<file path="src/rtl/seg7_pkg.sv">
// Shared 7-segment definitions: segment patterns (a..g in bits 6..0), BCD codes
// and the scan decoder's frame-assembly states.
package seg7_pkg;

    typedef logic [6:0] seg_t;
    typedef logic [3:0] bcd_t;

    localparam seg_t SEG_0     = 7'b1111110;
    localparam seg_t SEG_1     = 7'b0110000;
    localparam seg_t SEG_2     = 7'b1101101;
    localparam seg_t SEG_3     = 7'b1111001;
    localparam seg_t SEG_4     = 7'b0110011;
    localparam seg_t SEG_5     = 7'b1011011;
    localparam seg_t SEG_6     = 7'b1011111;
    localparam seg_t SEG_7     = 7'b1110000;
    localparam seg_t SEG_8     = 7'b1111111;
    localparam seg_t SEG_9     = 7'b1111011;
    localparam seg_t SEG_BLANK = 7'b0000000;

    localparam bcd_t BCD_BLANK   = 4'hF;
    localparam bcd_t BCD_INVALID = 4'hE;

    typedef enum logic {
        ST_COLLECT  = 1'b0,
        ST_COMPLETE = 1'b1
    } scan_state_t;

endpackage

</file>
<file path="src/rtl/seg7_decode.sv">
// Combinational inverse of the BCD-to-7-segment encoder; unknown patterns
// decode to BCD_INVALID with err raised, an all-dark digit decodes to BCD_BLANK.
module seg7_decode
    import seg7_pkg::*;
(
    input  logic [6:0] seg,
    output logic [3:0] bcd,
    output logic       err
);

    always_comb begin
        bcd = BCD_INVALID;
        err = 1'b0;
        case (seg)
            SEG_0:     bcd = 4'd0;
            SEG_1:     bcd = 4'd1;
            SEG_2:     bcd = 4'd2;
            SEG_3:     bcd = 4'd3;
            SEG_4:     bcd = 4'd4;
            SEG_5:     bcd = 4'd5;
            SEG_6:     bcd = 4'd6;
            SEG_7:     bcd = 4'd7;
            SEG_8:     bcd = 4'd8;
            SEG_9:     bcd = 4'd9;
            SEG_BLANK: bcd = BCD_BLANK;
            default:   err = 1'b1;
        endcase
    end

endmodule

</file>
<file path="src/rtl/seg7_scan_decoder.sv">
// Scrapes a multiplexed 7-segment bus: debounces each digit dwell, decodes it
// and hands complete frames to a valid/ready consumer.
//
// state       | meaning
// ------------+------------------------------------------------------------
// ST_COLLECT  | capturing digits, capture mask not yet full
// ST_COMPLETE | one cycle: load frame into output slot or drop it (overrun)
module seg7_scan_decoder
    import seg7_pkg::*;
#(
    parameter int DIGITS        = 4,
    parameter int STABLE_CYCLES = 8,
    parameter int CNT_W         = $clog2(STABLE_CYCLES + 1)
) (
    input  logic                  clk,
    input  logic                  rst,
    input  logic [6:0]            seg_in,
    input  logic [DIGITS-1:0]     an_in,
    output logic                  frame_valid,
    input  logic                  frame_ready,
    output logic [4*DIGITS-1:0]   digits_out,
    output logic                  frame_err,
    output logic                  overrun
);

    seg_t                seg_s, seg_p;
    logic [DIGITS-1:0]   an_s, an_p;
    logic [CNT_W-1:0]    cnt;
    logic [4*DIGITS-1:0] shadow;
    logic [DIGITS-1:0]   mask, errbits;
    scan_state_t         state, state_next;

    bcd_t                dec_bcd;
    logic                dec_err;
    logic                same, cap, complete, slot_free;
    logic [DIGITS-1:0]   cap_bits, mask_base, err_base;

    seg7_decode u_decode (
        .seg (seg_s),
        .bcd (dec_bcd),
        .err (dec_err)
    );

    // A dwell only counts while the select is a legal one-hot code.
    always_comb begin
        same      = $onehot(an_s) && (seg_s == seg_p) && (an_s == an_p);
        cap       = same && (cnt == CNT_W'(STABLE_CYCLES - 2));
        cap_bits  = cap ? an_s : '0;
        slot_free = !frame_valid || frame_ready;
    end

    always_ff @(posedge clk) begin
        if (rst) state <= ST_COLLECT;
        else     state <= state_next;
    end

    always_comb begin
        state_next = state;
        complete   = 1'b0;
        case (state)
            ST_COLLECT: begin
                if ((mask | cap_bits) == '1) state_next = ST_COMPLETE;
            end
            ST_COMPLETE: begin
                complete   = 1'b1;
                state_next = ST_COLLECT;
            end
            default: state_next = ST_COLLECT;
        endcase
    end

    // Completion clears the mask; a capture landing on that same cycle is kept.
    always_comb begin
        mask_base = complete ? '0 : mask;
        err_base  = complete ? '0 : errbits;
    end

    always_ff @(posedge clk) begin
        if (rst) begin
            seg_s       <= '0;
            seg_p       <= '0;
            an_s        <= '0;
            an_p        <= '0;
            cnt         <= '0;
            shadow      <= '0;
            mask        <= '0;
            errbits     <= '0;
            frame_valid <= 1'b0;
            digits_out  <= '0;
            frame_err   <= 1'b0;
            overrun     <= 1'b0;
        end else begin
            seg_s <= seg_in;
            an_s  <= an_in;
            seg_p <= seg_s;
            an_p  <= an_s;

            if (!same)                                cnt <= '0;
            else if (cnt != CNT_W'(STABLE_CYCLES))    cnt <= cnt + 1'b1;

            for (int i = 0; i < DIGITS; i++) begin
                if (cap_bits[i]) shadow[4*i +: 4] <= dec_bcd;
            end
            mask    <= mask_base | cap_bits;
            errbits <= (err_base & ~cap_bits) | (cap_bits & {DIGITS{dec_err}});

            if (complete && slot_free) begin
                digits_out  <= shadow;
                frame_err   <= |errbits;
                frame_valid <= 1'b1;
            end else begin
                if (complete)                   overrun     <= 1'b1;
                if (frame_valid && frame_ready) frame_valid <= 1'b0;
            end
        end
    end

endmodule

</file>
<file path="config.mk">
export PLATFORM = sky130hd
export DESIGN_NAME = seg7_scan_decoder
export DESIGN_NICKNAME = d
export VERILOG_FILES = /design/src/rtl/seg7_pkg.sv /design/src/rtl/seg7_decode.sv /design/src/rtl/seg7_scan_decoder.sv
export SDC_FILE = /design/constraint.sdc
export NUM_CORES = 1
export LEC_CHECK = 0
export ABC_CLOCK_PERIOD_IN_PS = 8600
export CAP_MARGIN = 20
export CORE_MARGIN = 8
export CORE_UTILIZATION = 40
export DETAILED_ROUTE_END_ITERATION = 10
export GPL_TIMING_DRIVEN = 0
export SLEW_MARGIN = 30
export SYNTH_ARGS = -nofsm -noshare
export SYNTH_HDL_FRONTEND = slang
export SYNTH_HIERARCHICAL = 1
export SYNTH_SLANG_ARGS = --single-unit
</file>
<file path="constraint.sdc">
create_clock -name clk -period 8.6 [get_ports clk]
set_input_delay 1.29 -clock clk [delete_from_list [all_inputs] [get_ports clk]]
set_output_delay 1.29 -clock clk [all_outputs]
set_load 0.05 [all_outputs]
</file>
==> metrics.cfg <==
[placement]
io_buffers = 32
globalplace.congestion = 0.815
dp.final_hpwl_mm = 4.65
place_inst = 471
dpl_cell_area_mm2 = 0.00339

[yosys]
synth.avg_cell_area_um2 = 8.66
synthArstFlopShare = 0
synth_nets = 360
synth_seq_cells = 70
synth_ff_type = dfxtp_1
synthTopCellsByArea = dfxtp_1 48%, a21oi_1 6.8%, nand2_1 6.5%
synth.distinct_cells = 45
synth.yosys.seq_area_share = 0.476
synth.top_cell.area_share = 0.476
syn_area_mm2 = 0.00294
synth_warnings = 6
synth_edf_count = 0
yosys.area.top_type = dfxtp_1
syn_inst = 340

[floorplanning]
die_h_um = 102
ioPinCount = 33
core-area_mm2 = 0.00718
start_util = 0.410
die_x_um = 102
die_area_mm2 = 0.0104
fp-row-count = 31

[sta]
worstMarginPinSlew_ps = 750
setup_tns_ps = 0
fin_crit_ps = 3760
setup_viol = 0
max_clock_freq_mhz = 266
drv_slew = 0
fin_crit_sh = 0.437
hold_viol_final = 0
fin_worst_skew_ps = 11.8
slew_headroom = 0.492
rsz0062_at_grt = false

[cts]
ctsResizeCount = 0
cts_tree = yes
insertion_delay_ps = 350
h-tree-depth = 3
cts.clk_slew.worst_paths_ps = 90
postCtsSetupBuffers = 0
clock_tree.root_cell = clkbuf_8
cts_sinks = 70
clock_path_buffers = 2
hold_buffers = 0
cts_buffers = 9

[route]
met2_length_mm = 2.98
met3_length_um = 266
wl_met1_mm = 3.14
firstDrtPassIters = 4
ant_nets = 0
routedWlPerCell_um = 13.3
routed_wl_mm = 6.47
drt_iter0_drc = 85
drc = 0
num_vias = 2393
via_per_inst = 4.91
top_layer = met4

[final_layout]
nets = 403
final_cell_area_mm2 = 0.00359
fin_util = 0.500
syn2layout_area_growth_pct = 22.0
drive_gt1_frac = 0.0928
fillers = 723
stdcell_count = 487
antenna_cells = 0

[run_status]
status = completed

[worst_setup_path]
cp-end-kind = flip-flop
arrival_ps = 3990
regToRegSetupSlack_ps = 4840
crit_required_ps = 8830
startpoint_type = flip-flop
crit_fanout = 9
path_class = reg2reg

[pwr]
cellLeakagePower_nw = 1.25
p_per_area_mw_per_mm2 = 181
irDropWorstVdd_mv = 0.143
power_w = 0.000649

[grt]
grt_antenna_before_repair = 0
overflow = 0
grt_pass1_vias = 2299
grt_first_pass_wirelength_mm = 11.1
grt_max_degree = 15
grt_usage = 0.136

[worst_hold_path]
hp-class = reg2reg

[job]
cap_violations = 0

[placed cells by master, fill, tap and decap left out, types with 2 or more instances in the layout]
cell             instances
a21oi_1                 40
a21oi_2                  4
and3_1                   3
and3b_1                  2
and4_1                   2
buf_1                    2
buf_2                    7
buf_6                    2
clkbuf_1                12
clkbuf_8                 9
clkdlybuf4s50_1         32
clkinvlp_4               2
dfxtp_1                 70
ha_1                     5
inv_1                    9
inv_6                    3
nand2_1                 51
nand2b_1                 5
nand3_1                 26
nand3b_2                 2
nand4_1                  4
nand4b_1                 2
nor2_1                  13
nor2b_1                 24
nor3_1                   3
nor3b_1                  2
nor4_1                   3
o21ai_0                 13
or4_1                    3
xnor2_1                  4
xor2_1                   9
[final timing paths]
| check | from | end | depth (start not counted) |
|---|---|---|---|
| min | shadow[3]$_SDFFE_PP0P_ | digits_out[3]$_SDFFE_PP0P_ | 2 |
| max | an_s[0]$_SDFF_PP0_ | errbits[1]$_SDFF_PP0_ | 12 |
| min reg2reg | shadow[3]$_SDFFE_PP0P_ | digits_out[3]$_SDFFE_PP0P_ | 2 |
| max reg2reg | an_s[0]$_SDFF_PP0_ | errbits[1]$_SDFF_PP0_ | 12 |
[cells in the mapped netlist (2+ instances only)]
| library cell | number |
|---|---|
| buf_2 | 7 |
| or4_1 | 3 |
| buf_6 | 2 |
| nand2b_1 | 5 |
| o21ai_0 | 13 |
| a21oi_1 | 40 |
| xnor2_1 | 4 |
| nand3b_2 | 2 |
| and3b_1 | 2 |
| clkbuf_1 | 12 |
| dfxtp_1 | 70 |
| xor2_1 | 9 |
| nand2_1 | 51 |
| buf_1 | 2 |
| a21oi_2 | 4 |
| nor4_1 | 3 |
| nor2_1 | 13 |
| nor3_1 | 3 |
| and3_1 | 3 |
| nand3_1 | 26 |
| ha_1 | 5 |
| nand4b_1 | 2 |
| nor2b_1 | 24 |
| nand4_1 | 4 |
| inv_1 | 9 |
| nor3b_1 | 2 |
| and4_1 | 2 |
[stage by stage]
step,setup WS (ps),hold slack (ps)
floorplan,5300,428
global placement,4810,441
detailed placement,4800,446
CTS,4810,450
global route,4600,473
finish,4840,447
[registers in the layout (all words and copies together) (netlist names)]
signal and count:
frame_valid 1, shadow 16, errbits 4, frame_err 1, seg_s 7, digits_out 16, an_s 4, overrun 1
state 1, cnt 4, an_p 4, seg_p 7, mask 4
[critical path, cell delays in order (launching register included)]
cell	delay, ps
dfxtp_1	320
clkbuf_1	360
inv_1	260
fa_1	570
inv_1	40
ha_1	170
ha_1	260
nor3b_1	320
or4b_1	490
or4_1	520
buf_2	180
nand3b_2	100
a21oi_2	50
[routing by layer]
| metal | GRT usage | vias up |
|---|---|---|
| met4 | 0.0550 | 0 |
| li1 | - | 1241 |
| met5 | 0 | - |
| met3 | 0.0378 | 8 |
| met1 | 0.171 | 1107 |
| met2 | 0.214 | 37 |
[layout make-up]
class,instances,area (um2),share of cell area
clock buffers,9,124,0.0345
well taps,99,124,0.0345
clock inverters,7,80.1,0.0223
multi-input cells,237,1390,0.387
inverters,9,33.8,0.00941
plain buffers,24,118,0.0328
repair buffers,32,320,0.0892
flip-flops and latches,70,1400,0.390
[logic make-up (layout without fill, tap and decap cells)]
family	count (synthesis)	after routing	synth area share
AND/OR/NAND/NOR	150	150	0.268
flip-flops	70	70	0.476
AO/OA/AOI/OAI	66	66	0.128
buffers and inverters	33	81	0.0514
XOR/XNOR	14	14	0.0442
adder cells (fa/ha/maj)	6	6	0.0281
multiplexers	1	1	0.00383
[power breakdown]
group	switching, W	total [W]	internal (W)
Combinational	0.0000251	0.0000438	0.0000186
Sequential	0.00000456	0.000333	0.000329
Clock	0.000135	0.000272	0.000137
(Power assumes the default switching activity.)
